File: src/rtl/uart_rx_frame_ctrl_pkg.sv
// uart_frame_pkg
// Shared definitions for the UART receive frame controller: FSM state
// encoding, error codes reported on Err_Code, the default start-of-frame
// marker and a helper that checks a received LEN byte against the payload
// buffer depth.
package uart_frame_pkg;

  typedef enum logic [2:0] {
    S_IDLE  = 3'd0,
    S_LEN   = 3'd1,
    S_PAY   = 3'd2,
    S_CHK   = 3'd3,
    S_DRAIN = 3'd4
  } state_e;

  localparam logic [1:0] ERR_NONE = 2'd0;
  localparam logic [1:0] ERR_LEN  = 2'd1;
  localparam logic [1:0] ERR_CHK  = 2'd2;
  localparam logic [1:0] ERR_TMO  = 2'd3;

  localparam logic [7:0] DEFAULT_SOF_BYTE = 8'h55;

  // A LEN byte is usable only if it is non-zero and fits the payload buffer.
  function automatic logic len_is_legal(input logic [7:0] len, input int unsigned max_len);
    return (len != 8'd0) && (32'(len) <= max_len);
  endfunction

endpackage

File: src/rtl/uart_rx_frame_ctrl_if.sv
// uart_rx_frame_ctrl_if
// Bundles the receiver-side byte strobe, the receiver enable, the payload
// stream towards the command decoder and the error/status outputs.
//   Rx_Done_Sig  one-cycle strobe per byte from uart_rx
//   Rx_Data      received byte, valid with Rx_Done_Sig
//   Rx_En_Sig    enable back to uart_rx
//   Out_Valid / Out_Ready / Out_Data / Out_Last  payload byte stream
//   Frame_Err    one-cycle error pulse, Err_Code holds the last error cause
//   Busy         controller is inside a frame or draining one
// master: the frame controller. slave: receiver + consumer side.
interface uart_rx_frame_ctrl_if;

  logic       Rx_Done_Sig;
  logic [7:0] Rx_Data;
  logic       Rx_En_Sig;
  logic       Out_Valid;
  logic       Out_Ready;
  logic [7:0] Out_Data;
  logic       Out_Last;
  logic       Frame_Err;
  logic [1:0] Err_Code;
  logic       Busy;

  modport master (
    input  Rx_Done_Sig, Rx_Data, Out_Ready,
    output Rx_En_Sig, Out_Valid, Out_Data, Out_Last, Frame_Err, Err_Code, Busy
  );

  modport slave (
    output Rx_Done_Sig, Rx_Data, Out_Ready,
    input  Rx_En_Sig, Out_Valid, Out_Data, Out_Last, Frame_Err, Err_Code, Busy
  );

endinterface

File: src/rtl/uart_rx_frame_ctrl_timer.sv
// uart_frame_timer
// Inter-byte timer. Counts while en_i is high, clears on clr_i. expire_o is
// high for the single cycle in which the count sits at TIMEOUT_CLKS-1 and no
// clear is requested, so a byte arriving on the terminal cycle suppresses it.
//   CLK, RST   clock and synchronous active-high reset
//   clr_i      clear the count (byte received or controller idle)
//   en_i       count this cycle
//   expire_o   terminal count reached
module uart_frame_timer #(
  parameter int unsigned TIMEOUT_CLKS = 17360
) (
  input  logic CLK,
  input  logic RST,
  input  logic clr_i,
  input  logic en_i,
  output logic expire_o
);

  localparam int TW = (TIMEOUT_CLKS > 1) ? $clog2(TIMEOUT_CLKS) : 1;
  localparam logic [TW-1:0] TERM = TW'(TIMEOUT_CLKS - 1);

  logic [TW-1:0] count_q;

  assign expire_o = en_i && !clr_i && (count_q == TERM);

  // Restart after expiry so the count never runs past the terminal value.
  always_ff @(posedge CLK) begin
    if (RST || clr_i || expire_o) begin
      count_q <= '0;
    end else if (en_i) begin
      count_q <= count_q + TW'(1);
    end
  end

endmodule

File: src/rtl/uart_rx_frame_ctrl.sv
// uart_rx_frame_ctrl
// Frames the byte stream coming out of uart_rx: SOF, LEN, LEN payload bytes,
// checksum (XOR of LEN and payload). Good payloads are buffered and then
// streamed out over valid/ready with Out_Last on the final byte; the receiver
// is disabled while draining. Bad LEN, checksum mismatch and inter-byte
// timeout each raise a one-cycle Frame_Err and update Err_Code.
//   CLK  system clock, rising edge
//   RST  synchronous active-high reset
//   bus  uart_rx_frame_ctrl_if.master (receiver, stream and status signals)
module uart_rx_frame_ctrl
  import uart_frame_pkg::*;
#(
  parameter int unsigned MAX_LEN      = 16,
  parameter logic [7:0]  SOF_BYTE     = DEFAULT_SOF_BYTE,
  parameter int unsigned TIMEOUT_CLKS = 17360
) (
  input logic                  CLK,
  input logic                  RST,
  uart_rx_frame_ctrl_if.master bus
);

  localparam int IW = $clog2(MAX_LEN + 1);
  localparam int AW = (MAX_LEN > 1) ? $clog2(MAX_LEN) : 1;

  state_e        state_q;
  logic [IW-1:0] len_q;
  logic [IW-1:0] idx_q;
  logic [7:0]    csum_q;
  logic [7:0]    buf_q [MAX_LEN];
  logic          rx_en_q;
  logic          out_valid_q;
  logic [7:0]    out_data_q;
  logic          out_last_q;
  logic          frame_err_q;
  logic [1:0]    err_code_q;
  logic          busy_q;

  logic          rx_done;
  logic [7:0]    rx_data;
  logic [IW-1:0] idx_inc;
  logic [IW-1:0] len_m1;
  logic          tmr_en;
  logic          tmr_clr;
  logic          tmo_expire;

  assign rx_done = bus.Rx_Done_Sig;
  assign rx_data = bus.Rx_Data;
  assign idx_inc = idx_q + IW'(1);
  assign len_m1  = len_q - IW'(1);

  assign tmr_en  = (state_q == S_LEN) || (state_q == S_PAY) || (state_q == S_CHK);
  assign tmr_clr = rx_done || (state_q == S_IDLE);

  uart_frame_timer #(
    .TIMEOUT_CLKS (TIMEOUT_CLKS)
  ) u_timer (
    .CLK      (CLK),
    .RST      (RST),
    .clr_i    (tmr_clr),
    .en_i     (tmr_en),
    .expire_o (tmo_expire)
  );

  // Payload storage; contents are meaningless until a frame fills them, so
  // no reset is needed.
  always_ff @(posedge CLK) begin
    if (state_q == S_PAY && rx_done) begin
      buf_q[idx_q[AW-1:0]] <= rx_data;
    end
  end

  always_ff @(posedge CLK) begin
    if (RST) begin
      state_q     <= S_IDLE;
      len_q       <= '0;
      idx_q       <= '0;
      csum_q      <= '0;
      rx_en_q     <= 1'b0;
      out_valid_q <= 1'b0;
      out_data_q  <= '0;
      out_last_q  <= 1'b0;
      frame_err_q <= 1'b0;
      err_code_q  <= ERR_NONE;
      busy_q      <= 1'b0;
    end else begin
      // Receiver stays enabled everywhere except while draining.
      rx_en_q     <= 1'b1;
      frame_err_q <= 1'b0;

      unique case (state_q)
        S_IDLE: begin
          if (rx_done && rx_data == SOF_BYTE) begin
            state_q <= S_LEN;
            busy_q  <= 1'b1;
            csum_q  <= '0;
          end
        end

        S_LEN: begin
          if (rx_done) begin
            if (!len_is_legal(rx_data, MAX_LEN)) begin
              state_q     <= S_IDLE;
              busy_q      <= 1'b0;
              frame_err_q <= 1'b1;
              err_code_q  <= ERR_LEN;
            end else begin
              len_q   <= rx_data[IW-1:0];
              csum_q  <= rx_data;
              idx_q   <= '0;
              state_q <= S_PAY;
            end
          end else if (tmo_expire) begin
            state_q     <= S_IDLE;
            busy_q      <= 1'b0;
            frame_err_q <= 1'b1;
            err_code_q  <= ERR_TMO;
          end
        end

        S_PAY: begin
          if (rx_done) begin
            csum_q <= csum_q ^ rx_data;
            idx_q  <= idx_inc;
            if (idx_q == len_m1) begin
              state_q <= S_CHK;
            end
          end else if (tmo_expire) begin
            state_q     <= S_IDLE;
            busy_q      <= 1'b0;
            frame_err_q <= 1'b1;
            err_code_q  <= ERR_TMO;
          end
        end

        S_CHK: begin
          if (rx_done) begin
            if (rx_data == csum_q) begin
              // Present the first payload byte straight away.
              state_q     <= S_DRAIN;
              rx_en_q     <= 1'b0;
              idx_q       <= '0;
              out_valid_q <= 1'b1;
              out_data_q  <= buf_q[0];
              out_last_q  <= (len_q == IW'(1));
            end else begin
              state_q     <= S_IDLE;
              busy_q      <= 1'b0;
              frame_err_q <= 1'b1;
              err_code_q  <= ERR_CHK;
            end
          end else if (tmo_expire) begin
            state_q     <= S_IDLE;
            busy_q      <= 1'b0;
            frame_err_q <= 1'b1;
            err_code_q  <= ERR_TMO;
          end
        end

        S_DRAIN: begin
          rx_en_q <= 1'b0;
          // Data/Last only move on an accepted transfer, so they hold under
          // backpressure.
          if (out_valid_q && bus.Out_Ready) begin
            if (out_last_q) begin
              state_q     <= S_IDLE;
              busy_q      <= 1'b0;
              rx_en_q     <= 1'b1;
              out_valid_q <= 1'b0;
              out_last_q  <= 1'b0;
            end else begin
              idx_q      <= idx_inc;
              out_data_q <= buf_q[idx_inc[AW-1:0]];
              out_last_q <= (idx_inc == len_m1);
            end
          end
        end

        default: begin
          state_q <= S_IDLE;
          busy_q  <= 1'b0;
        end
      endcase
    end
  end

  assign bus.Rx_En_Sig = rx_en_q;
  assign bus.Out_Valid = out_valid_q;
  assign bus.Out_Data  = out_data_q;
  assign bus.Out_Last  = out_last_q;
  assign bus.Frame_Err = frame_err_q;
  assign bus.Err_Code  = err_code_q;
  assign bus.Busy      = busy_q;

endmodule

File: src/flat_wrapper.sv
// flat-port wrapper written by rule: the top's interface ports become plain ports
module uart_rx_frame_ctrl_flat import uart_frame_pkg::*;
#(
  parameter int unsigned MAX_LEN      = 16,
  parameter logic [7:0]  SOF_BYTE     = DEFAULT_SOF_BYTE,
  parameter int unsigned TIMEOUT_CLKS = 17360
)
  (CLK, RST, bus_Rx_Done_Sig, bus_Rx_Data, bus_Out_Ready, bus_Rx_En_Sig, bus_Out_Valid, bus_Out_Data, bus_Out_Last, bus_Frame_Err, bus_Err_Code, bus_Busy);
  uart_rx_frame_ctrl_if bus_i ();
  input logic CLK;
  input logic RST;
  input wire logic [$bits(bus_i.Rx_Done_Sig)-1:0] bus_Rx_Done_Sig;
  input wire logic [$bits(bus_i.Rx_Data)-1:0] bus_Rx_Data;
  input wire logic [$bits(bus_i.Out_Ready)-1:0] bus_Out_Ready;
  output wire logic [$bits(bus_i.Rx_En_Sig)-1:0] bus_Rx_En_Sig;
  output wire logic [$bits(bus_i.Out_Valid)-1:0] bus_Out_Valid;
  output wire logic [$bits(bus_i.Out_Data)-1:0] bus_Out_Data;
  output wire logic [$bits(bus_i.Out_Last)-1:0] bus_Out_Last;
  output wire logic [$bits(bus_i.Frame_Err)-1:0] bus_Frame_Err;
  output wire logic [$bits(bus_i.Err_Code)-1:0] bus_Err_Code;
  output wire logic [$bits(bus_i.Busy)-1:0] bus_Busy;
  assign bus_i.Rx_Done_Sig = bus_Rx_Done_Sig;
  assign bus_i.Rx_Data = bus_Rx_Data;
  assign bus_i.Out_Ready = bus_Out_Ready;
  assign bus_Rx_En_Sig = bus_i.Rx_En_Sig;
  assign bus_Out_Valid = bus_i.Out_Valid;
  assign bus_Out_Data = bus_i.Out_Data;
  assign bus_Out_Last = bus_i.Out_Last;
  assign bus_Frame_Err = bus_i.Frame_Err;
  assign bus_Err_Code = bus_i.Err_Code;
  assign bus_Busy = bus_i.Busy;
  uart_rx_frame_ctrl #(.MAX_LEN(MAX_LEN), .SOF_BYTE(SOF_BYTE), .TIMEOUT_CLKS(TIMEOUT_CLKS)) u_core (.CLK(CLK), .RST(RST), .bus(bus_i));
endmodule
File: config.mk
export PLATFORM = sky130hd
export DESIGN_NAME = uart_rx_frame_ctrl_flat
export DESIGN_NICKNAME = d
export VERILOG_FILES = /design/src/rtl/uart_rx_frame_ctrl_pkg.sv /design/src/rtl/uart_rx_frame_ctrl_if.sv /design/src/rtl/uart_rx_frame_ctrl_timer.sv /design/src/rtl/uart_rx_frame_ctrl.sv /design/src/flat_wrapper.sv
export SDC_FILE = /design/constraint.sdc
export NUM_CORES = 1
export LEC_CHECK = 0
export CORE_MARGIN = 1.5
export CORE_UTILIZATION = 61
export DETAILED_ROUTE_END_ITERATION = 6
export PLACE_DENSITY = 0.79
export SLEW_MARGIN = 0
export SYNTH_ARGS = -nofsm -noshare
export SYNTH_HDL_FRONTEND = slang
export SYNTH_SLANG_ARGS = --single-unit
File: constraint.sdc
create_clock -name CLK -period 2.99 [get_ports CLK]
set_input_delay 0.598 -clock CLK [delete_from_list [all_inputs] [get_ports CLK]]
set_output_delay 0.598 -clock CLK [all_outputs]
set_load 0.02 [all_outputs]
==> results.json, run 1 <==
{
  "outcome": "finished, final reports clean",
  "hpwl_mm": 13.0,
  "drc_errors": 0,
  "ys_seq_area_share_pct": 60.9,
  "worstPathArrival_ns": 2.85,
  "ant_nets": 0,
  "yosys-top-cells-area": "edfxtp_1 48%, dfxtp_1 13%, nand2_1 5.4%",
  "ios": 27,
  "tightestPinTransition_ns": 0.856,
  "portBuffers": 26,
  "ys_ff_latch": 179,
  "place_inst": 905,
  "nNetsFinal": 771,
  "synth_nets": 718,
  "post_cts_resized": 0,
  "required_ns": 3.33,
  "insertion_delay_ns": 0.43,
  "peakVddDrop_v": 0.000258,
  "rows": 41,
  "worstPathMaxFanout": 57,
  "rsz0062_at_grt": "false",
  "start_util_pct": 62.8,
  "synth_ff_type": "edfxtp_1",
  "cap_violations": 0,
  "syn_area_um2": 7990,
  "final_cells": 937,
  "pwr_density_cell_nw_per_um2": 543,
  "syn-instance-count": 699,
  "ys_warn_count": 0,
  "drt-total-wl_mm": 19.6,
  "cts_root_buffer": "clkbuf_16",
  "met3_usage_pct": 6.47,
  "async_flop_share_pct": 0,
  "ys_types": 57,
  "synth_edf_count": 128,
  "gr-max-usage-layer": "met2",
  "cts_buffer_depth": 2,
  "synth_top_cell_area_share_pct": 48.1,
  "cts_tree": "done",
  "ctsHoldBuffers": 0,
  "antenna_cells": 0,
  "fin_tns_setup_ns": 0,
  "htree_levels": 4,
  "layout-area-overhead-vs-synth_pct": 16.8,
  "grt_max_degree": 58,
  "p_leak_nw": 3.10,
  "skew_ns": 0.00448,
  "drt-initial-drc-count": 801,
  "grtUsageMet1_pct": 37.7,
  "place.gp.congestion": 0.960,
  "antenna_found_initial": 0,
  "drive_above_1_share_pct": 12.3,
  "finalCritPeriodShare_pct": 83.9,
  "cp-start-kind": "register",
  "die_w_um": 117,
  "clkTransAtPathRegs_ns": 0.06,
  "avgRoutedWirePerCell_um": 21.0,
  "grt_use_met2_pct": 49.9,
  "first_global_vias": 5834,
  "maxSlewViolCount": 0,
  "hold_viol_final": 0,
  "numClockSinks": 179,
  "overflow": 0,
  "syn_avg_cell_area_um2": 11.4,
  "end_kind": "register",
  "period_needed_ns": 2.51,
  "setup_viol": 0,
  "vias_per_cell": 6.28,
  "hold_class": "reg2reg",
  "fmax_ghz": 0.399,
  "grt_pass1_wl_mm": 31.4,
  "dieArea_um2": 13800,
  "firstDrtPassIters": 5,
  "yosys.area.top_type": "edfxtp_1",
  "max_slew_margin_pct": 42.7,
  "cts_buffers": 17,
  "vias": 5888,
  "fillCellCount": 880,
  "cts_setup_buffers": 0,
  "groute.usage.overall_pct": 30.1,
  "core_um2": 12700,
  "path_class": "reg2reg",
  "die_h_um": 117
}
## per-layer routing
metal	share of wire, %	routed length [µm]
met4	3.5	697
met2	49	9670
met5	0	0
met1	40	7760
met3	7.7	1510
## through the flow
step / hold slack (ns) / utilization (%) / instance area (µm²) / power (mW) / worst slack (ns)
after floorplan: 0.453 / - / 7990 / 2.73 / 0.589
after global placement: 0.461 / 68.4 / 8700 / 2.81 / 0.216
after detailed placement: 0.480 / 68.4 / 8700 / 2.81 / 0.155
after CTS: 0.488 / 73.3 / 9330 / 5.07 / 0.509
after global routing: 0.508 / 73.3 / 9330 / 5.20 / 0.347
final: 0.482 / 73.3 / 9330 / 5.07 / 0.481
## critical path, cell delays in order (launching register included)
cell and delay, ns:
dfxtp_1 0.45, ha_1 0.50, xor2_4 0.19, buf_12 0.29
mux2i_1 0.12, a22oi_1 0.34, a32oi_1 0.18, a311oi_1 0.32
## flip-flops by register name, summed over array words and instances, names as in the netlist
register,cells
u_core.buf_q,128
u_core.u_timer.count_q,15
u_core.bus.Out_Data,8
u_core.csum_q,8
u_core.idx_q,5
u_core.len_q,5
u_core.state_q,3
u_core.bus.Err_Code,2
u_core.bus.Busy,1
u_core.bus.Frame_Err,1
u_core.bus.Out_Last,1
u_core.bus.Out_Valid,1
u_core.bus.Rx_En_Sig,1
## cell usage after synthesis (2+ instances only)
library cell,instances
nor4_1,14
mux2i_1,22
clkbuf_1,21
edfxtp_1,128
a22oi_1,7
dfxtp_1,51
nor4b_1,2
buf_4,2
inv_1,19
nor3_1,24
a31oi_1,5
buf_2,18
o21ai_0,10
xnor2_2,2
o21a_1,4
nor2b_1,3
mux4_2,5
o31ai_1,3
nand3b_1,3
nand3_1,37
nand2_1,115
or4_1,2
xor2_1,13
or2_2,3
a32oi_1,8
a21oi_1,8
and3_1,6
a2bb2oi_1,2
nor2_1,61
xnor2_1,24
nand2b_1,6
o32ai_1,8
or3_1,2
a311oi_1,22
ha_1,7
nand4_1,11
## path summary, 6_finish.rpt
path	startpoint	endpoint	slack (ns)	depth (start not counted)
max	u_core.idx_q[1]	u_core.bus.Out_Data[0]	0.48	7
min reg2reg	u_core.u_timer.count_q[1]	u_core.u_timer.count_q[1]	0.48	2
min	u_core.u_timer.count_q[1]	u_core.u_timer.count_q[1]	0.48	2
max reg2reg	u_core.idx_q[1]	u_core.bus.Out_Data[0]	0.48	7
## cells by family (layout without fill, tap and decap cells)
| logic type | count (synthesis) | in the layout | share of synthesized area [%] |
|---|---|---|---|
| compound gates | 88 | 88 | 8.62 |
| xor+xnor | 39 | 39 | 4.46 |
| fa+ha+maj | 8 | 8 | 1.22 |
| buf+inv | 62 | 128 | 3.38 |
| flops | 179 | 179 | 60.9 |
| mux | 27 | 27 | 4.17 |
| simple gates | 296 | 296 | 17.2 |
## power by group
| part | leakage, nW | total, mW | internal [mW] | switching (mW) |
|---|---|---|---|---|
| Combinational | 1.23 | 0.108 | 0.0356 | 0.0726 |
| Sequential | 1.56 | 2.65 | 2.65 | 0.000599 |
| Clock | 0.312 | 2.30 | 1.42 | 0.884 |
## layout by cell type, fill, tap and decap left out, types with 6 or more instances in the layout
master,count
a21oi_1,8
a22oi_1,7
a311oi_1,22
a32oi_1,8
and3_1,6
buf_4,48
clkbuf_16,20
clkdlybuf4s50_1,26
dfxtp_1,51
edfxtp_1,128
ha_1,7
inv_1,19
mux2i_1,22
nand2_1,115
nand2b_1,6
nand3_1,37
nand4_1,11
nor2_1,61
nor3_1,24
nor4_1,14
o21ai_0,10
o32ai_1,8
xnor2_1,24
xor2_1,12
## final cells by class
class	instances	area, µm²	area share (%)
clock buffer	25	539	5.78
clock inverter	7	88.8	0.953
inverter	20	75.1	0.805
multi-input combinational	458	2880	30.9
sequential	179	4860	52.2
tap	172	215	2.31
timing repair buffer	76	661	7.08
No activity file was read; power rests on OpenSTA's default activity.
==> run 2: changes to the inputs <==
CORE_UTILIZATION = 55   (was 61)
PLACE_DENSITY = 0.76   (was 0.79)
clock period = 2.2 ns   (was 2.99 ns; I/O delays follow)
==> run 2 against run 1 <==
Against the previous run:
- wire length increased by 2.1%
- first-iteration DRC count decreased by 7.9%
- clock power increased by 25%
- sequential share of layout area decreased by 2.0 points
- combinational power increased by 56%
- sequential power increased by 36%
==> results.json, run 2 (synthesis gave the netlist of run 1 again) <==
{
  "rows": 43,
  "min_to": "u_core.bus.Err_Code[0]",
  "fillCellCount": 1011,
  "p_leak_nw": 3.31,
  "cts_tree": "done",
  "ff2ff_setup_slack_ns": 0.06,
  "multi_input_area_um2": 2990,
  "core_um2": 14000,
  "peakVddDrop_v": 0.000538,
  "cp-start-kind": "register",
  "overflow": 0,
  "period_needed_ns": 2.14,
  "fin_tns_setup_ns": 0,
  "vias_per_cell": 6.14,
  "ant_nets": 0,
  "setup_viol": 0,
  "numClockSinks": 179,
  "worstPathArrival_ns": 2.47,
  "min_path_cells": 2,
  "insertion_delay_ns": 0.43,
  "skew_ns": 0.00923,
  "place_inst": 953,
  "finalCritPeriodShare_pct": 97.4,
  "final_common_cell": "edfxtp_1",
  "holdWs_ns": 0.477,
  "largest_reg_flops": 128,
  "register_area_um2": 4870,
  "place.gp.congestion": 0.916,
  "antenna_found_initial": 0,
  "cts_buffers": 17,
  "vias": 6062,
  "ctsHoldBuffers": 0,
  "layout-area-overhead-vs-synth_pct": 21.6,
  "portBuffers": 26,
  "design_area_um2": 9710,
  "worstPathMaxFanout": 22,
  "pwr_density_cell_nw_per_um2": 684,
  "first_global_vias": 5820,
  "cts_root_buffer": "clkbuf_16",
  "htree_levels": 4,
  "r2r_start": "u_core.state_q[0]",
  "outcome": "finished, final reports clean",
  "end_kind": "register",
  "worstReg2RegEnd": "u_core.bus.Out_Data[0]",
  "worstPathCellList": "or3b_4 -> buf_4 -> a311oi_1 -> a32oi_1 -> a311oi_1",
  "clkTransAtPathRegs_ns": 0.07,
  "max_slew_margin_pct": 40.7,
  "slowest_delay_ns": 0.51,
  "cp_slowest_cell": "or3b_4",
  "hold_viol_final": 0,
  "final_cells": 987,
  "rr_worst_depth": 5,
  "grt_max_degree": 33,
  "drc_errors": 0,
  "start_util_pct": 56.9,
  "min_from": "u_core.bus.Err_Code[0]",
  "dpl-instance-area_um2": 9010,
  "tightestPinTransition_ns": 0.886,
  "grt_pass1_wl_mm": 31.1,
  "die_w_um": 124,
  "cp_common_cell": "a311oi_1",
  "required_ns": 2.53,
  "hpwl_mm": 13.7,
  "drive_above_1_share_pct": 19.5,
  "cts_buffer_depth": 2,
  "die_h_um": 124,
  "drt-total-wl_mm": 20.0,
  "path_class": "reg2reg",
  "drt-initial-drc-count": 738,
  "nNetsFinal": 813,
  "maxSlewViolCount": 0,
  "avgRoutedWirePerCell_um": 20.3,
  "dieArea_um2": 15300,
  "final_cell_mix": "128 x edfxtp_1, 115 x nand2_1, 88 x buf_4",
  "cap_violations": 0,
  "hold_class": "reg2reg",
  "utilization_pct": 69.1,
  "fmax_ghz": 0.467,
  "groute.usage.overall_pct": 27.9,
  "antenna_cells": 0,
  "firstDrtPassIters": 5,
  "ios": 27
}
-- run 2: critical path: cells and delay by family (launching register included) --
kind                   cells  cell delay (ns)
AO/OA/AOI/OAI              3             0.80
AND/OR/NAND/NOR            1             0.51
flip-flops                 1             0.48
buffers and inverters      1             0.24
-- run 2: power breakdown --
group	total [mW]	leakage [nW]	internal, mW	switching [mW]
combinational	0.168	1.48	0.0619	0.106
clock	2.87	0.270	1.57	1.30
sequential	3.60	1.56	3.60	0.000724
-- run 2: worst max-delay path by stage --
stage | startpoint | endpoint | cells after the start
global placement | bus_Rx_Data[5] | u_core.idx_q[0] | 6
global route | bus_Rx_Data[3] | u_core.csum_q[0] | 8
finish | u_core.state_q[0] | u_core.bus.Out_Data[0] | 5
detailed placement | bus_Rx_Data[5] | u_core.bus.Busy | 8
floorplan | bus_Rx_Done_Sig | u_core.buf_q[0][0] | 5
CTS | u_core.idx_q[0] | u_core.bus.Out_Data[1] | 8
-- run 2: through the flow --
| step | setup WS [ns] | power, mW |
|---|---|---|
| after floorplan | -0.00421 | 3.72 |
| after global placement | -0.369 | 3.83 |
| after detailed placement | -0.393 | 3.84 |
| after CTS | -0.0302 | 6.66 |
| after global routing | -0.0314 | 6.82 |
| final | 0.0568 | 6.64 |
-- run 2: per-layer routing --
metal | global-route usage (%) | vias up | part of all wire, %
met5 | 0 | - | 0
met4 | 10.6 | 0 | 2.5
met3 | 5.95 | 40 | 8.9
met2 | 45.1 | 300 | 49
met1 | 37.3 | 2958 | 40
li1 | - | 2764 | -
-- run 2: layout make-up --
class | count | share of cell area, %
multi-input cells | 458 | 30.8
repair buffers | 118 | 10.2
inverters | 20 | 0.773
well taps | 180 | 2.32
clock inverters | 15 | 1.37
clock buffers | 17 | 4.38
flip-flops and latches | 179 | 50.1
-- run 2: timing repair --
action	in CTS	in global routing
pin swaps	0	2
gates resized for setup	7	21
endpoints found under the setup margin	7	19
setup buffers	1	1
